**src/rtl/serial_load_ctrl_pkg.sv**
```systemverilog
// Shared definitions for the serial-in/parallel-out load controller:
// FSM state encoding and the width of the bit counter.
package serial_load_ctrl_pkg;

    typedef enum logic [1:0] {
        ST_IDLE  = 2'b00,
        ST_SHIFT = 2'b01,
        ST_HOLD  = 2'b10
    } state_e;

    // One extra bit so that the full frame length itself is representable.
    function automatic int count_width(input int width);
        return $clog2(width) + 1;
    endfunction

endpackage

```
**src/rtl/serial_load_ctrl_sipo_reg.sv**
```systemverilog
// WIDTH-bit shift register with enable, synchronous clear and a selectable
// shift direction; exposes the value it would hold after the current shift.
module sipo_reg #(
    parameter int WIDTH     = 8,
    parameter bit MSB_FIRST = 1'b1
) (
    input  logic             clk_i,
    input  logic             srst_i,
    input  logic             clr_i,
    input  logic             en_i,
    input  logic             ser_i,
    output logic [WIDTH-1:0] word_next_o
);

    logic [WIDTH-1:0] sr_q;
    logic [WIDTH-1:0] sr_d;

    // MSB-first pushes toward bit WIDTH-1; LSB-first pushes toward bit 0.
    generate
        if (MSB_FIRST) begin : g_msb_first
            assign word_next_o = {sr_q[WIDTH-2:0], ser_i};
        end else begin : g_lsb_first
            assign word_next_o = {ser_i, sr_q[WIDTH-1:1]};
        end
    endgenerate

    always_comb begin
        sr_d = sr_q;
        if (clr_i) begin
            sr_d = '0;
        end else if (en_i) begin
            sr_d = word_next_o;
        end
    end

    always_ff @(posedge clk_i) begin
        if (srst_i) begin
            sr_q <= '0;
        end else begin
            sr_q <= sr_d;
        end
    end

endmodule

```
**src/rtl/serial_load_ctrl.sv**
```systemverilog
// Frame sequencer: on Start, shifts exactly WIDTH serial bits in, publishes
// the word on Data and holds it under a Valid/Ack handshake.
module serial_load_ctrl
    import serial_load_ctrl_pkg::*;
#(
    parameter int WIDTH     = 8,
    parameter bit MSB_FIRST = 1'b1
) (
    input  logic                            Clock,
    input  logic                            Reset,
    input  logic                            Start,
    input  logic                            SerIn,
    input  logic                            Ack,
    output logic                            Busy,
    output logic                            Valid,
    output logic [WIDTH-1:0]                Data,
    output logic [count_width(WIDTH)-1:0]   Count
);

    localparam int            CW       = count_width(WIDTH);
    localparam logic [CW-1:0] LAST_BIT = CW'(WIDTH - 1);

    state_e            state_q, state_d;
    logic [CW-1:0]     count_q, count_d;
    logic [WIDTH-1:0]  data_q, data_d;
    logic              busy_q, busy_d;
    logic              valid_q, valid_d;
    logic              sr_clr;
    logic              sr_en;
    logic [WIDTH-1:0]  sr_word_next;

    sipo_reg #(
        .WIDTH     (WIDTH),
        .MSB_FIRST (MSB_FIRST)
    ) u_sipo_reg (
        .clk_i       (Clock),
        .srst_i      (Reset),
        .clr_i       (sr_clr),
        .en_i        (sr_en),
        .ser_i       (SerIn),
        .word_next_o (sr_word_next)
    );

    always_comb begin
        state_d = state_q;
        count_d = count_q;
        data_d  = data_q;
        sr_clr  = 1'b0;
        sr_en   = 1'b0;

        case (state_q)
            ST_IDLE: begin
                if (Start) begin
                    state_d = ST_SHIFT;
                    count_d = '0;
                    sr_clr  = 1'b1;
                end
            end
            ST_SHIFT: begin
                sr_en   = 1'b1;
                count_d = count_q + CW'(1);
                // The final bit goes straight into Data on the same edge.
                if (count_q == LAST_BIT) begin
                    state_d = ST_HOLD;
                    data_d  = sr_word_next;
                end
            end
            ST_HOLD: begin
                if (Ack) begin
                    count_d = '0;
                    if (Start) begin
                        state_d = ST_SHIFT;
                        sr_clr  = 1'b1;
                    end else begin
                        state_d = ST_IDLE;
                    end
                end
            end
            default: begin
                state_d = ST_IDLE;
                count_d = '0;
            end
        endcase

        busy_d  = (state_d == ST_SHIFT);
        valid_d = (state_d == ST_HOLD);
    end

    always_ff @(posedge Clock) begin
        if (Reset) begin
            state_q <= ST_IDLE;
            count_q <= '0;
            data_q  <= '0;
            busy_q  <= 1'b0;
            valid_q <= 1'b0;
        end else begin
            state_q <= state_d;
            count_q <= count_d;
            data_q  <= data_d;
            busy_q  <= busy_d;
            valid_q <= valid_d;
        end
    end

    assign Busy  = busy_q;
    assign Valid = valid_q;
    assign Data  = data_q;
    assign Count = count_q;

endmodule

```
**config.mk**
```make
export PLATFORM = sky130hd
export DESIGN_NAME = serial_load_ctrl
export DESIGN_NICKNAME = d
export VERILOG_FILES = /design/src/rtl/serial_load_ctrl_pkg.sv /design/src/rtl/serial_load_ctrl_sipo_reg.sv /design/src/rtl/serial_load_ctrl.sv
export SDC_FILE = /design/constraint.sdc
export NUM_CORES = 1
export LEC_CHECK = 0
export ABC_AREA = 1
export CORE_AREA = 2 2 51 53
export CTS_BUF_LIST = sky130_fd_sc_hd__clkbuf_8
export DETAILED_ROUTE_END_ITERATION = 12
export DIE_AREA = 0 0 53 55
export MAX_ROUTING_LAYER = met4
export PLACE_DENSITY = 0.65
export SLEW_MARGIN = 30
export SYNTH_ARGS = -nofsm -noshare
export SYNTH_HDL_FRONTEND = slang
export SYNTH_HIERARCHICAL = 1
export SYNTH_SLANG_ARGS = --single-unit
```
**constraint.sdc**
```tcl
create_clock -name Clock -period 1.8 [get_ports Clock]
set_clock_uncertainty 0.15 [all_clocks]
set_input_delay 0.54 -clock Clock [delete_from_list [all_inputs] [get_ports Clock]]
set_output_delay 0.54 -clock Clock [all_outputs]
set_load 0.005 [all_outputs]
```
== After elaboration in Yosys (flattened, before gate mapping) ==
Cells that the tools add are included.

* $mul: 0
* Bitwise logic cells: 0
* Multiplexer cells: 12
* Magnitude comparators: 0
* Shifts and indexed selects: 0
* $add $sub $neg: 1
* Eq/ne operators: 7
* Reduce and logical (&&, ||, !) cells: 4
* Div/mod/pow operators: 0

{| class="wikitable"
|+ Operator list
! operator !! count
|-
| $pmux 4 s3 || 1
|-
| $mux 4 || 2
|-
| $mux 2 || 3
|-
| $pmux 2 s3 || 1
|-
| $add 4x1->4 const B || 1
|-
| $eq 2x1->1 const B || 2
|-
| $eq 2x2->1 const B || 2
|-
| $eq 4x3->1 const B || 1
|-
| $mux 1 || 4
|-
| $ne 2x2->1 const B || 2
|-
| $reduce_and 2->1 || 2
|-
| $logic_not 2->1 || 1
|-
| $pmux 1 s2 || 1
|-
| $reduce_or 2->1 || 1
|}

* Bits in writable memories: 0
* Bits of input ports: 5
* Register bits after elaboration: 23
* Word-level logic and storage cells: 30
* Bits in latches: 0
* Memories: 0
* Memory bits (read-only): 0
* Output and inout bits: 14

== Logic depth before layout (Yosys ltp) ==
* Depth after elaboration: 4
* Gate-level depth with buffers: 7
* Depth with buffers taken out: 7

== Hierarchy ==
The synthesis kept the hierarchy.

{| class="wikitable"
|+ Modules (own cells, without submodules)
! module !! cells an instance !! area an instance (um2) !! seq. area each (um2) !! times used
|-
| serial_load_ctrl || 86 || 654.4 || 320.3 || 1
|-
| sipo_reg || 45 || 296.5 || 140.1 || 1
|}

== Worst setup path after synthesis ==
OpenSTA, ideal clock, no wires.

* Path type: reg-to-reg
* Start: reg count_q[0] (netlist: Count[0])
* End: reg data_q[1] (netlist: Data[1])
* Library setup time: 0.113 ns
* Data arrival time: 1.091 ns
* Buffers on the path: 1
* Setup slack: 0.446 ns
* Cell stages (with the launch flop): 8
* Data required time: 1.537 ns
* Clock period less this slack: 1.354 ns
* Cells stage by stage: dfxtp_1 -> ha_1 -> nand2_2 -> nor2_4 -> nand2_2 -> buf_6 -> o21ai_1 -> nor2_1

* Word-level cells in the longest chain between the ends: 2

{| class="wikitable"
|+ Ends and longest elaborated chain
! element !! RTL line !! text
|-
| from (decl) || serial_load_ctrl.sv:24 || <nowiki>logic [CW-1:0] count_q, count_d;</nowiki>
|-
| from (signal assigned) || serial_load_ctrl.sv:98 || <nowiki>count_q <= count_d;</nowiki>
|-
| $eq 4x3->1 || serial_load_ctrl.sv:63 || <nowiki>if (count_q == LAST_BIT) begin</nowiki>
|-
| $reduce_and 2->1 (no line) || -- ||
|-
| to (signal assigned) || serial_load_ctrl.sv:99 || <nowiki>data_q <= data_d;</nowiki>
|-
| to (decl) || serial_load_ctrl.sv:25 || <nowiki>logic [WIDTH-1:0] data_q, data_d;</nowiki>
|}

No other way between the ends.
A chain may end at the register's enable or synchronous reset.

== Worst setup path after layout ==
* Start: reg data_q[2] (netlist: Data[2])
* End: out Data[2]

{| class="wikitable"
|+ RTL lines
! element !! RTL line !! text
|-
| to (decl) || serial_load_ctrl.sv:16 || <nowiki>output logic [WIDTH-1:0] Data,</nowiki>
|}

No word-level cell between the ends.

==> reports/qor.yml <==
flow_run:
  drv_cap: 0
worst_setup_path:
  cp_top_family: "buffers and inverters"
  crit_start: "Data[2]"
  start_kind: "register"
  crit_buf_inv: 1
  ff2ff_setup_slack_ps: 270
  worstPathCellList: "clkdlybuf4s50_1"
  cp.depth: 1
  crit_path_max_fanout: 2
  critPathSlowestCell: "clkdlybuf4s50_1"
  required_ps: 1110
  setup.worst_path.class: "register to primary output"
  endpoint_kind: "primary output"
  crit_arrival_ps: 1070
  rr_startpoint: "Count[0]"
  reg2regPathDepth: 8
  crit_path_end: "Data[2]"
  slowest_delay_ps: 490
  reg2reg_to: "Data[7]"
clocking:
  htreeDepth: 1
  insertion_delay_ps: 250
  clock_sinks: 23
  cts_tree: "done"
  clockBufferDepth: 2
  clk_pin_slew_ps: 80
  cts-root-buf: "clkbuf_8"
  cts_buffers: 3
timing:
  finalCritPeriodShare_pct: 97.9
  hold_slack_ps: 330
  max_freq_ghz: 0.568
  rsz0062_at_grt: "no"
  hold_viol_final: 0
  tightest_slew_ps: 252
  finalSetupTns_ps: 0
  setup_violations: 0
  slew_headroom_pct: 83.2
  fin_crit_ps: 1760
  slew_violations: 0
floorplanning:
  die_w_um: 53
  ioPinCount: 19
  rows: 18
  coreArea_sq_um: 2360
  die_h_um: 55
  start_util_pct: 40.2
  die_area_sq_um: 2920
power:
  power.total_mw: 0.942
  vdd_drop_max_mv: 0.447
  p_per_area_nw_per_um2: 754
  p_leak_nw: 0.653
routing:
  num_vias: 810
  avgViaCountPerCell: 4.38
  drtIter0Drc: 10
  ant_nets: 0
  dr.pass1.iters: 4
  wl_per_cell_um: 9.35
  drc: 0
  wl_mm: 1.73
global_routing:
  first_global_vias: 662
  grt_pass1_wl_mm: 2.66
  grt_overflow: 0
  grt_usage_pct: 13.2
  antenna_found_initial: 0
  grt_max_degree: 19
finish:
  final_common_cell: "nor2_1"
  areaGrowthSynthToFinish_pct: 31.3
  n_antenna_cell: 0
  final_cell_mix: "nor2_1, nand2_1, dfxtp_1"
  seqCellArea_sq_um: 468
  fillers: 244
  multi_input_area_sq_um: 400
  drive_above_1_share_pct: 15.5
  fin_nets: 162
synth:
  yosysTopAreaCell: "dfxtp_1"
  syn_nets: 137
  syn_area_sq_um: 951
  async_flop_share_pct: 0
  ys_ff_latch: 23
  synthFlopType: "dfxtp_1"
  yosys_warnings: 6
  yosys-top-cells-area: "dfxtp_1, nor2_1, nand2_1"
  syn_avg_cell_area_sq_um: 7.26
  yosysUniqueCellTypes: 19
  synthCells: 131
  yosysTopAreaCellShare_pct: 48.4
  synth-edff-count: 0
  ys_seq_area_share_pct: 48.4
outcome:
  status: "finished clean"
hold_path:
  min_path_cells: 2
  hold_class: "register to register"
placement:
  port_buffers: 18
  place_hpwl_mm: 1.32
  gp_congestion: 0.705
==> worst register-to-register path, stage by stage, from the launching register on <==
cell     delay, ps
dfxtp_1        310
buf_4          140
ha_1           210
nand2_2        100
nor2_4          40
nand2_2        190
inv_2          120
nor2_1         100
nor2_1          50
==> metrics by stage <==
step | cells | area (sq um) | setup WS, ps | utilization (%)
floorplan | 131 | 951 | 446 | -
global placement | 180 | 1170 | 47.3 | 49.6
detailed placement | 180 | 1170 | 28.3 | 49.6
CTS | 185 | 1220 | 5.65 | 51.8
global route | 185 | 1250 | 1.06 | 52.8
finish | 185 | 1250 | 38.1 | 52.8
==> per-layer routing <==
| metal | share of wire [%] | track usage, % | wire, um |
|---|---|---|---|
| met3 | 3.3 | 2.69 | 57 |
| met2 | 51 | 25.2 | 880 |
| met1 | 45 | 13.2 | 781 |
| met5 | 0 | - | 0 |
| met4 | 0.58 | 5.13 | 10 |
==> timing repair <==
item                       4_1_cts  5_1_grt
gates resized for setup          2       12
cloned                           0        0
hold buffers                     0        0
setup endpoints to repair        2       11
buffers inserted                 1        0
pin swaps                        0        0
==> cell type report <==
cell class,instances,area share [%]
flip-flops and latches,23,37.5
multi-input cells,89,32.1
repair buffers,24,19.3
inverters,15,4.51
clock buffers,3,3.31
well taps,30,3.01
clock inverters,1,0.301
==> power by group <==
part | internal [mW] | switching (mW)
Clock | 0.152 | 0.153
Combinational | 0.0469 | 0.0564
Sequential | 0.524 | 0.00950
==> cells by family after synthesis <==
| group | after synthesis | synth area share [%] |
|---|---|---|
| compound gates | 14 | 8.03 |
| fa+ha+maj | 1 | 1.32 |
| buf+inv | 19 | 9.47 |
| flops | 23 | 48.4 |
| simple gates | 74 | 32.8 |
==> cells in the mapped netlist (2+ instances only) <==
master	n
nor2_1	38
nand2_1	24
dfxtp_1	23
inv_1	13
o21ai_1	7
a21oi_1	5
nand3_1	5
buf_6	2
inv_2	2
nand2_2	2
nor2_4	2
==> worst min-delay path by stage <==
stage | startpoint | endpoint
detailed placement | u_sipo_reg/sr_q[6] | u_sipo_reg/sr_q[6]
global route | u_sipo_reg/sr_q[6] | u_sipo_reg/sr_q[6]
finish | Data[1] | Data[1]
CTS | u_sipo_reg/sr_q[6] | u_sipo_reg/sr_q[6]
global placement | Data[6] | Data[6]
floorplan | u_sipo_reg/sr_q[6] | u_sipo_reg/sr_q[6]
==> sequential cells by signal, indices dropped and copies added (netlist names) <==
signal and cells:
Data 8, Busy 1, Valid 1, state_q 2, u_sipo_reg/sr_q 7, Count 4
Power figures use the tool's default switching activity.
